===== src/rtl/serial_nibble_loader.sv =====
// serial_nibble_loader: deserialises a framed single-bit stream into WIDTH-bit
// words and holds the last completed word on a stable parallel bus for the
// downstream D register.
//
// Ports:
//   clk        rising-edge clock shared with the register stage
//   rst_n      synchronous active-low reset
//   in_valid   qualifies in_bit / in_sof this cycle
//   in_bit     serial data bit
//   in_sof     start of frame, marks in_bit as the first bit of a word
//   d_out      last completed word (held between words)
//   d_valid    one-cycle pulse, d_out updated this cycle
//   busy       a word is partially assembled
//   frame_err  one-cycle pulse on a framing violation
//   word_cnt   completed words, modulo 2^CNT_W
module serial_nibble_loader #(
    parameter int unsigned WIDTH     = 4,
    parameter bit          MSB_FIRST = 1'b1,
    parameter int unsigned CNT_W     = 8
) (
    input  logic             clk,
    input  logic             rst_n,
    input  logic             in_valid,
    input  logic             in_bit,
    input  logic             in_sof,
    output logic [WIDTH-1:0] d_out,
    output logic             d_valid,
    output logic             busy,
    output logic             frame_err,
    output logic [CNT_W-1:0] word_cnt
);

    // bit_cnt only ever holds 0..WIDTH-1
    localparam int unsigned BC_W = (WIDTH > 2) ? $clog2(WIDTH) : 1;
    localparam int unsigned SH_W = WIDTH - 1;
    localparam logic [BC_W-1:0] LAST_BIT = BC_W'(WIDTH - 1);

    typedef enum logic {
        ST_IDLE  = 1'b0,
        ST_SHIFT = 1'b1
    } state_t;

    state_t              r_state;
    // Only WIDTH-1 bits need storing: the last bit goes straight into d_out.
    logic [SH_W-1:0]     r_shift;
    logic [BC_W-1:0]     r_bit_cnt;
    logic [WIDTH-1:0]    r_d_out;
    logic                r_d_valid;
    logic                r_busy;
    logic                r_frame_err;
    logic [CNT_W-1:0]    r_word_cnt;

    state_t              w_state_nxt;
    logic [SH_W-1:0]     w_shift_nxt;
    logic [BC_W-1:0]     w_bit_cnt_nxt;
    logic [WIDTH-1:0]    w_d_out_nxt;
    logic                w_d_valid_nxt;
    logic                w_frame_err_nxt;
    logic [CNT_W-1:0]    w_word_cnt_nxt;

    logic [WIDTH-1:0]    w_word;       // r_shift with in_bit appended
    logic [WIDTH-1:0]    w_word_first; // empty register with in_bit appended
    logic [SH_W-1:0]     w_keep;       // partial word retained after a shift
    logic [SH_W-1:0]     w_keep_first; // partial word after a start-of-frame bit

    // Bit placement: MSB-first shifts left, LSB-first shifts right.
    always_comb begin
        w_word       = '0;
        w_word_first = '0;
        w_keep       = '0;
        w_keep_first = '0;
        if (MSB_FIRST) begin
            w_word       = {r_shift, in_bit};
            w_word_first = {SH_W'(0), in_bit};
            w_keep       = w_word[SH_W-1:0];
            w_keep_first = w_word_first[SH_W-1:0];
        end else begin
            w_word       = {in_bit, r_shift};
            w_word_first = {in_bit, SH_W'(0)};
            w_keep       = w_word[WIDTH-1:1];
            w_keep_first = w_word_first[WIDTH-1:1];
        end
    end

    // Next-state and next-output logic
    always_comb begin
        w_state_nxt     = r_state;
        w_shift_nxt     = r_shift;
        w_bit_cnt_nxt   = r_bit_cnt;
        w_d_out_nxt     = r_d_out;
        w_d_valid_nxt   = 1'b0;
        w_frame_err_nxt = 1'b0;
        w_word_cnt_nxt  = r_word_cnt;

        case (r_state)
            ST_IDLE: begin
                if (in_valid) begin
                    if (in_sof) begin
                        w_shift_nxt   = w_keep_first;
                        w_bit_cnt_nxt = BC_W'(1);
                        w_state_nxt   = ST_SHIFT;
                    end else begin
                        // stray bit outside a frame is dropped
                        w_frame_err_nxt = 1'b1;
                    end
                end
            end
            ST_SHIFT: begin
                if (in_valid) begin
                    if (in_sof) begin
                        // premature start: abandon partial word, restart
                        w_frame_err_nxt = 1'b1;
                        w_shift_nxt     = w_keep_first;
                        w_bit_cnt_nxt   = BC_W'(1);
                    end else if (r_bit_cnt == LAST_BIT) begin
                        w_d_out_nxt    = w_word;
                        w_d_valid_nxt  = 1'b1;
                        w_word_cnt_nxt = r_word_cnt + CNT_W'(1);
                        w_shift_nxt    = '0;
                        w_bit_cnt_nxt  = '0;
                        w_state_nxt    = ST_IDLE;
                    end else begin
                        w_shift_nxt   = w_keep;
                        w_bit_cnt_nxt = r_bit_cnt + BC_W'(1);
                    end
                end
            end
            default: begin
                w_state_nxt = ST_IDLE;
            end
        endcase
    end

    // State and output registers
    always_ff @(posedge clk) begin
        if (!rst_n) begin
            r_state     <= ST_IDLE;
            r_shift     <= '0;
            r_bit_cnt   <= '0;
            r_d_out     <= '0;
            r_d_valid   <= 1'b0;
            r_busy      <= 1'b0;
            r_frame_err <= 1'b0;
            r_word_cnt  <= '0;
        end else begin
            r_state     <= w_state_nxt;
            r_shift     <= w_shift_nxt;
            r_bit_cnt   <= w_bit_cnt_nxt;
            r_d_out     <= w_d_out_nxt;
            r_d_valid   <= w_d_valid_nxt;
            r_busy      <= (w_state_nxt == ST_SHIFT);
            r_frame_err <= w_frame_err_nxt;
            r_word_cnt  <= w_word_cnt_nxt;
        end
    end

    assign d_out     = r_d_out;
    assign d_valid   = r_d_valid;
    assign busy      = r_busy;
    assign frame_err = r_frame_err;
    assign word_cnt  = r_word_cnt;

endmodule

===== config.mk =====
export PLATFORM = sky130hd
export DESIGN_NAME = serial_nibble_loader
export DESIGN_NICKNAME = d
export VERILOG_FILES = /design/src/rtl/serial_nibble_loader.sv
export SDC_FILE = /design/constraint.sdc
export NUM_CORES = 1
export LEC_CHECK = 0
export BUFFER_PORTS_ARGS = -buffer_cell sky130_fd_sc_hd__clkbuf_2
export CAP_MARGIN = 20
export CORE_AREA = 3 3 46 48
export DETAILED_ROUTE_END_ITERATION = 7
export DIE_AREA = 0 0 49 51
export PLACE_DENSITY = 0.73
export SETUP_SLACK_MARGIN = 0.15
export SYNTH_ARGS = -nofsm -noshare
export SYNTH_HDL_FRONTEND = slang
export SYNTH_SLANG_ARGS = --single-unit

===== constraint.sdc =====
create_clock -name clk -period 1.81 [get_ports clk]
set_input_delay 0.362 -clock clk [delete_from_list [all_inputs] [get_ports clk]]
set_output_delay 0.362 -clock clk [all_outputs]
set_load 0.02 [all_outputs]

==> results of run 1 <==
## layout make-up
type,count,share of cell area (%)
multi-input combinational,70,41.75
sequential,20,38.83
timing repair buffer,23,12.14
clock buffer,4,3.519
tap,25,3.034
inverter,2,0.7282
## per-layer routing
metal  global-route usage [%]  routed length [µm]
met1                    17.48                 800
met2                    25.79                 841
met3                    3.790                  54
met4                    5.687                   9
met5                        0                   0
## power by group through the flow
stage / sequential (mW) / clock, mW / combinational (mW)
2_1_floorplan: 0.463 / 0 / 0.0337
3_3_place_gp: 0.461 / 0 / 0.0478
3_5_place_dp: 0.461 / 0 / 0.0484
4_1_cts: 0.451 / 0.267 / 0.0486
5_1_grt: 0.452 / 0.284 / 0.0536
6_report: 0.451 / 0.256 / 0.0489
## how the worst max path moves through the flow
stage,endpoint,slack [ns]
3_5_place_dp,word_cnt[4],0.28
3_3_place_gp,word_cnt[7],0.32
5_1_grt,word_cnt[4],0.16
6_report,word_cnt[4],0.27
2_1_floorplan,word_cnt[6],0.34
4_1_cts,word_cnt[4],0.26
## synthesized netlist by cell type (all sizes together), types with 3 or more instances
library cell,n
a21oi,13
nor2,5
or4,3
o31ai,3
nand2,11
ha,3
or3,3
a22oi,4
buf,5
dfxtp,20
o21ai,5
nand3,7
## tightest hold or removal path, stage by stage
cell	delay (ns)
sky130_fd_sc_hd__clkbuf_2	0.10
sky130_fd_sc_hd__nand3_1	0.07
sky130_fd_sc_hd__a21oi_1	0.06
## per-stage QoR
| step | setup slack, ns | hold WS, ns | util (%) | std cells | power, mW |
|---|---|---|---|---|---|
| 2_1_floorplan | 0.3400 | 0.4440 | - | 99 | 0.4965 |
| 3_3_place_gp | 0.3179 | 0.4514 | 56.99 | 140 | 0.5085 |
| 3_5_place_dp | 0.2806 | 0.4484 | 56.99 | 140 | 0.5095 |
| 4_1_cts | 0.2603 | 0.3176 | 59.07 | 144 | 0.7667 |
| 5_1_grt | 0.1567 | 0.3295 | 59.07 | 144 | 0.7889 |
| 6_report | 0.2684 | 0.3284 | 59.07 | 144 | 0.7555 |
## logic make-up (layout without fill, tap and decap cells)
family | Yosys count | count (layout) | synth area share [%]
DFF | 20 | 20 | 45.52
adders and majority gates | 3 | 3 | 4.268
xor gates and xnor gates | 2 | 2 | 1.992
buffers and inverters | 9 | 29 | 5.547
AOI/OAI and AO/OA | 26 | 26 | 17.07
and+or+nand+nor | 39 | 39 | 25.61
## state kept, by name, indices dropped and copies added, names as in the netlist
signal and count:
d_out 4, word_cnt 8, r_shift 3, busy 1
d_valid 1, r_bit_cnt 2, frame_err 1
==> impl_metrics.ini, run 1 <==
[critical_path]
timing.critical_path.from_type = flip-flop
end_kind = flip-flop
cp_top_family = simple AND/OR/NAND/NOR gates
crit_slowest_cell = sky130_fd_sc_hd__dfxtp_1
critical_path.cell_chain = ha_1 > nand4b_4 > buf_4 > or3_1 > a21oi_1
reg2reg_to = word_cnt[4]
critical_path.startpoint = r_bit_cnt[0]
crit_path_max_incr_delay_ns = 0.40
critPathRequiredTime_ns = 2.03
crit_path_max_fanout = 11
worst-r2r-cell-count = 5
r2r-start = r_bit_cnt[0]
path_depth = 5
cp_num_buf_inv = 1
timing.setup.critical_path_class = flip-flop to flip-flop
arrival_ns = 1.76
ff2ff_setup_slack_ns = 0.27

[cells_and_area]
commonest_non_fill_non_tap_cell_in_the_layout = sky130_fd_sc_hd__dfxtp_1
layout.cells.most_common_list = sky130_fd_sc_hd__dfxtp_1 (20), sky130_fd_sc_hd__clkbuf_2 (19), sky130_fd_sc_hd__a21oi_1 (13), sky130_fd_sc_hd__nand2_1 (11), sky130_fd_sc_hd__nand3_1 (7)
post_layout_instance_area_um2 = 1031
fillCellCount = 172
final_stage_net_count = 128
area_growth_syn_to_layout_pct = 17.21
multiInputGateArea_um2 = 430.4
drive_above_1_share_pct = 23.53
reg_area_um2 = 400.4
diodes = 0

[synth]
synth_seq_area_share_pct = 45.52
synth_ff_type = sky130_fd_sc_hd__dfxtp_1
yosys-top-cells-area = sky130_fd_sc_hd__dfxtp_1 (46%), sky130_fd_sc_hd__a21oi_1 (7.4%), sky130_fd_sc_hd__nand2_1 (4.7%), sky130_fd_sc_hd__ha_1 (4.3%), sky130_fd_sc_hd__nand3_1 (4.0%)
synth_seq_cells = 20
ys.warnings.count = 0
netlist-cell-type-count = 28
syn_area_per_cell_um2 = 8.885
syn-instance-count = 99
yosys.area.top_type = sky130_fd_sc_hd__dfxtp_1
synth-edff-count = 0
synthesis.area_um2 = 879.6
synth-async-reset-ratio_pct = 0
synth_top_area_share_pct = 45.52
synthesized_nets = 107

[die]
floorplan.core_area_um2 = 1745
design.die.area_um2 = 2499
rows = 15
ioPinCount = 20
initial_utilization_pct = 50.39
die_h_um = 51
chipWidth_um = 49

[global_route]
grt_start_max_net_pins = 19
antenna_violations_before_repair = 0
grt_pass1_wl_um = 2911
grt_overflow_total = 0
vias_in_the_first_global_route = 692
grt_usage_pct = 14.81

[power]
static-leakage-power_nw = 0.4243
power.share.switching_pct = 22.31
power-per-cell-area_nw_per_um2 = 732.8
combPwrFrac_pct = 6.5
ir_worst_vdd_mv = 0.3805
p_seq_share_pct = 59.7
total_switching_power_mw = 0.1686
p_int_mw = 0.5870
share_clk_of_total_power_pct = 33.8

[clocking]
worst_skew_pair.late_latency_ns = 0.29
numClockSinks = 20
clock_path_buffers = 2
cts_resized = 0
cts_tree = yes
cts_made_buffers = 3
cts.clk_slew.worst_paths_ns = 0.11
cts.hold.buffers_added = 0
cts_setup_buffers = 0
cts.root.buffer_cell = sky130_fd_sc_hd__clkbuf_4
clock_tree.htree_level_count = 1

[detailed_routing]
postRouteWirelength_um = 1707
routedWlPerCell_um = 11.85
drt.antenna.violating_nets = 0
dr.first_iter.drc_count = 13
via_count = 768
route.detailed.vias_per_inst = 5.333
detailedRoute.firstPassIterationCount = 4
drc_markers = 0

[timing]
max-slew-margin-rel_pct = 68.63
fin_tns_setup_ns = 0
max_freq_mhz = 648.7
timing.final.crit_share_pct = 85.17
actual_slew_at_the_worst_max_slew_pin_ns = 0.4677
setup-violations-final = 0
rsz_0062_raised_after_global_routing = false
timing_hold_violations_final = 0
final_period_minus_worst_setup_slack_ns = 1.542
timing_max_transition_violations_final = 0
clock-skew-final_ns = 0.001371

[status]
result_of_the_run = completed

[worst_hold_path]
hold_path_depth = 3
hp-class = primary input to flip-flop
worst_hold_path.endpoint = d_out[0]
worstHoldStart = in_bit

[flow_run]
maxCapViolCount = 0

[place]
dpl_wire_length_um = 1271
place_congestion = 0.7837
port_buffers = 19
place_area_um2 = 994.7
(Power assumes the default switching activity.)
==> run 2: changes to the inputs <==
--- a/config.mk
+++ b/config.mk
@@ -7,9 +7,10 @@
 export LEC_CHECK = 0
 export BUFFER_PORTS_ARGS = -buffer_cell sky130_fd_sc_hd__clkbuf_2
 export CAP_MARGIN = 20
-export CORE_AREA = 3 3 46 48
+export CORE_AREA = 2 2 45 47
 export DETAILED_ROUTE_END_ITERATION = 7
-export DIE_AREA = 0 0 49 51
+export DIE_AREA = 0 0 47 49
+export HOLD_SLACK_MARGIN = 0.03
 export PLACE_DENSITY = 0.73
 export SETUP_SLACK_MARGIN = 0.15
 export SYNTH_ARGS = -nofsm -noshare
==> impl_metrics.ini, run 2 (synthesized netlist as in run 1, its figures left out) <==
[power]
p_seq_share_pct = 59.4
share_clk_of_total_power_pct = 34.2
combPwrFrac_pct = 6.3
ir_worst_vdd_mv = 0.3107
power.share.switching_pct = 22.57
p_int_mw = 0.5875
fin_total_pwr_mw = 0.7587
static-leakage-power_nw = 0.4205
total_switching_power_mw = 0.1713
power-per-cell-area_nw_per_um2 = 727.1

[timing]
fin_tns_setup_ns = 0
final_period_minus_worst_setup_slack_ns = 1.533
setup-violations-final = 0
timing_max_transition_violations_final = 0
max-slew-margin-rel_pct = 68.37
actual_slew_at_the_worst_max_slew_pin_ns = 0.4716
timing_hold_violations_final = 0
clock-skew-final_ns = 0.005254
timing.final.crit_share_pct = 84.71
max_freq_mhz = 652.2
rsz_0062_raised_after_global_routing = false

[critical_path]
crit_path_max_incr_delay_ns = 0.53
crit_slowest_cell = sky130_fd_sc_hd__or4_1
timing.critical_path.from_type = flip-flop
crit_path_max_fanout = 10
critical_path.cell_chain = ha_2 > nand4b_4 > or4_1 > a21oi_1
timing.setup.critical_path_class = flip-flop to flip-flop
cp_num_buf_inv = 0
end_kind = flip-flop
cp_top_family = simple AND/OR/NAND/NOR gates
critPathRequiredTime_ns = 2.04
arrival_ns = 1.77

[clocking]
cts_made_buffers = 3
numClockSinks = 20
cts.root.buffer_cell = sky130_fd_sc_hd__clkbuf_4
cts.clk_slew.worst_paths_ns = 0.11
worst_skew_pair.late_latency_ns = 0.31
clock_tree.htree_level_count = 1
clock_path_buffers = 2
cts_tree = yes

[global_route]
grt_usage_pct = 17.93
antenna_violations_before_repair = 0
grt_pass1_wl_um = 3001
vias_in_the_first_global_route = 689
grt_start_max_net_pins = 19
grt_overflow_total = 0

[detailed_routing]
detailedRoute.firstPassIterationCount = 4
postRouteWirelength_um = 1713
route.detailed.vias_per_inst = 5.347
routedWlPerCell_um = 11.65
drc_markers = 0
drt.antenna.violating_nets = 0
dr.first_iter.drc_count = 15
via_count = 786

[cells_and_area]
layout.cells.most_common_list = sky130_fd_sc_hd__dfxtp_1 (20), sky130_fd_sc_hd__clkbuf_2 (19), sky130_fd_sc_hd__a21oi_1 (13), sky130_fd_sc_hd__nand2_1 (11), sky130_fd_sc_hd__nand3_1 (7)
post_layout_instance_area_um2 = 1044
final_stage_net_count = 129
fillCellCount = 185
area_growth_syn_to_layout_pct = 18.63
drive_above_1_share_pct = 25.00
finish.cell_count_without_fillers = 147
commonest_non_fill_non_tap_cell_in_the_layout = sky130_fd_sc_hd__dfxtp_1
finish.utilization_pct = 56.66
largest_register_ff_count = 8
diodes = 0

[place]
place_congestion = 0.7571
dp_cells = 140
place_area_um2 = 982.2
port_buffers = 19
dpl_wire_length_um = 1182

[die]
design.die.area_um2 = 2303
rows = 16
floorplan.core_area_um2 = 1842
die_h_um = 49
chipWidth_um = 47
initial_utilization_pct = 47.76
ioPinCount = 20

[worst_hold_path]
hp-class = primary input to flip-flop

[flow_run]
maxCapViolCount = 0

[status]
result_of_the_run = completed
==> run 2: metrics by stage <==
stage                     setup slack (ns)  hold slack [ns]
after global routing                0.1645           0.3151
final                               0.2768           0.3075
after CTS                           0.1711           0.2976
after floorplan                     0.3400           0.4440
after detailed placement            0.1883           0.4547
after global placement              0.2337           0.4479
==> run 2: final cells by class <==
class	count	area, µm²	area share, %
well taps	27	33.78	3.237
flip-flops and latches	20	400.4	38.37
clock buffers	4	36.28	3.477
inverters	2	7.507	0.7194
repair buffers	24	132.6	12.71
multi-input cells	70	432.9	41.49
==> run 2: layer usage <==
layer	global-route usage [%]	routed length [µm]
met2	26.26	785
met1	23.02	792
met3	4.815	86
met5	0	0
met4	10.19	49
==> run 2: power groups by stage <==
stage	Combinational, mW	Clock [mW]	Sequential [mW]
floorplan	0.0337	0	0.463
global placement	0.0474	0	0.461
detailed placement	0.0481	0	0.461
CTS	0.0484	0.273	0.451
global route	0.0549	0.294	0.452
finish	0.0481	0.260	0.451
==> run 2: worst min-delay path, delay by kind of cell <==
kind	cells	cell delay, ns
AO/OA/AOI/OAI	1	0.05
buffers and inverters	1	0.10
AND/OR/NAND/NOR	1	0.06
==> run 2: timing repair <==
item | in CTS | in global routing
setup buffers | 0 | 3
hold buffers | 0 | 0
gates resized for setup | 0 | 1
setup endpoints to repair | 0 | 3
endpoints found under the hold margin | 0 | 0
==> run 2: final timing paths <==
path,from,cells after the start,slack (ns),to
setup / recovery,r_bit_cnt[0],4,0.28,word_cnt[5]
hold / removal,in_bit,3,0.31,d_out[0]
setup reg to reg,r_bit_cnt[0],4,0.28,word_cnt[5]
hold reg to reg,d_out[3],2,0.47,d_out[3]
==> run 3: changes to the inputs <==
==> constraint.sdc (replaced) <==
create_clock -name clk -period 1.5 [get_ports clk]
set_input_delay 0.3 -clock clk [delete_from_list [all_inputs] [get_ports clk]]
set_output_delay 0.3 -clock clk [all_outputs]
set_load 0.02 [all_outputs]
==> impl_metrics.ini, run 3 (synthesized netlist as in run 1, its figures left out) <==
[flow_run]
maxCapViolCount = 0

[timing]
timing_hold_violations_final = 0
max_freq_mhz = 759.8
setup_slack_ns = 0.1839
setup-violations-final = 0
timing.final.crit_share_pct = 87.74
fin_tns_setup_ns = 0
final_period_minus_worst_setup_slack_ns = 1.316
actual_slew_at_the_worst_max_slew_pin_ns = 0.4543
rsz_0062_raised_after_global_routing = true
timing_max_transition_violations_final = 0
clock-skew-final_ns = 0.005815
max-slew-margin-rel_pct = 69.40

[place]
place_congestion = 0.7619
port_buffers = 19
pre_cts_setup_slack_ns = 0.1382
dpl_wire_length_um = 1191
dp_cells = 141

[clocking]
cts_tree = yes
clock_path_buffers = 2
cts.clk_slew.worst_paths_ns = 0.12
cts.root.buffer_cell = sky130_fd_sc_hd__clkbuf_4
clock_tree.htree_level_count = 1
cts_made_buffers = 3
numClockSinks = 20
cts.hold.buffers_added = 0
worst_skew_pair.late_latency_ns = 0.30

[critical_path]
critPathRequiredTime_ns = 1.75
cp_top_family = simple AND/OR/NAND/NOR gates
crit_path_max_fanout = 11
timing.setup.critical_path_class = flip-flop to flip-flop
crit_path_max_incr_delay_ns = 0.43
crit_slowest_cell = sky130_fd_sc_hd__or4_1
timing.critical_path.from_type = flip-flop
critical_path.cell_chain = ha_4 > nand4b_4 > or4_1 > a21oi_1
end_kind = flip-flop
arrival_ns = 1.56
cp_num_buf_inv = 0

[cells_and_area]
area_growth_syn_to_layout_pct = 29.73
largest_register_ff_count = 8
final_stage_net_count = 133
diodes = 0
layout.cells.most_common_list = sky130_fd_sc_hd__clkbuf_2 (19), sky130_fd_sc_hd__dfxtp_1 (14), sky130_fd_sc_hd__a21oi_1 (13), sky130_fd_sc_hd__nand2_1 (11), sky130_fd_sc_hd__buf_4 (9)
commonest_non_fill_non_tap_cell_in_the_layout = sky130_fd_sc_hd__clkbuf_2
drive_above_1_share_pct = 34.68
finish.cell_count_without_fillers = 151

[power]
power-per-cell-area_nw_per_um2 = 913.6
ir_worst_vdd_mv = 1.015
static-leakage-power_nw = 0.4601

[worst_hold_path]
hp-class = primary input to flip-flop

[global_route]
met2_usage_pct = 26.71
grt_pass1_wl_um = 2870
vias_in_the_first_global_route = 683
antenna_violations_before_repair = 0
grt_overflow_total = 0
grt_use_met3_pct = 3.704
grt.met1_usage_pct = 20.93
global_route.peak_usage_layer = met2
grt_usage_pct = 16.56
grt_start_max_net_pins = 13

[die]
rows = 16
design.die.area_um2 = 2303
initial_utilization_pct = 47.76
die_h_um = 49
ioPinCount = 20
chipWidth_um = 47
floorplan.core_area_um2 = 1842

[detailed_routing]
via_count = 807
drc_markers = 0
routedWlPerCell_um = 11.84
detailedRoute.firstPassIterationCount = 4
drt.antenna.violating_nets = 0
route.detailed.vias_per_inst = 5.344
postRouteWirelength_um = 1788
dr.first_iter.drc_count = 14

[status]
result_of_the_run = completed
[run 3: cell count changes in the layout (fill, tap and decap cells not counted), sizes merged]
cell and change:
buf +4, bufinv +1, clkbuf -1
[run 3: routing by layer]
metal	share of wire, %	up-vias
met5	0	-
met2	50	17
met4	2.7	0
met1	44	376
li1	-	408
met3	3.0	6
[run 3: what timing repair did]
| item | 4_1_cts | 5_1_grt |
|---|---|---|
| setup buffers | 5 | 1 |
| cloned | 0 | 0 |
| gates resized for setup | 3 | 6 |
| setup endpoints to repair | 3 | 7 |
[run 3: cell type report]
cell class | count | area [µm²]
fill | 172 | 700.7
multi-input combinational | 70 | 466.7
sequential | 20 | 417.9
timing repair buffer | 28 | 162.7
tap | 27 | 33.78
clock inverter | 1 | 30.03
clock buffer | 3 | 22.52
inverter | 2 | 7.507
[run 3: worst paths after layout]
kind         slack, ns  cells past startpoint           to          from
max               0.18                      4  word_cnt[6]  r_bit_cnt[0]
min               0.25                      3     d_out[0]        in_bit
max reg2reg       0.18                      4  word_cnt[6]  r_bit_cnt[0]
min reg2reg       0.46                      2     d_out[3]      d_out[3]
[run 3: tightest hold or removal path, stage by stage]
cell and delay [ns]:
sky130_fd_sc_hd__clkbuf_2 0.09, sky130_fd_sc_hd__nand3_1 0.07, sky130_fd_sc_hd__a21oi_1 0.06
[run 3: where the power goes]
part	switching [mW]	internal [mW]
logic	0.0331	0.0257
registers	0.0105	0.533
clock network	0.170	0.270
[run 3: metrics by stage]
step | power (mW) | util [%] | hold WS [ns] | cell area, µm²
final | 1.043 | 61.96 | 0.2514 | 1141
after global routing | 1.083 | 61.96 | 0.2452 | 1141
after CTS | 1.056 | 60.05 | 0.2466 | 1106
after detailed placement | 0.6187 | 54.76 | 0.4472 | 1008
after global placement | 0.6173 | 54.76 | 0.4448 | 1008
after floorplan | 0.6026 | - | 0.4440 | 904.6
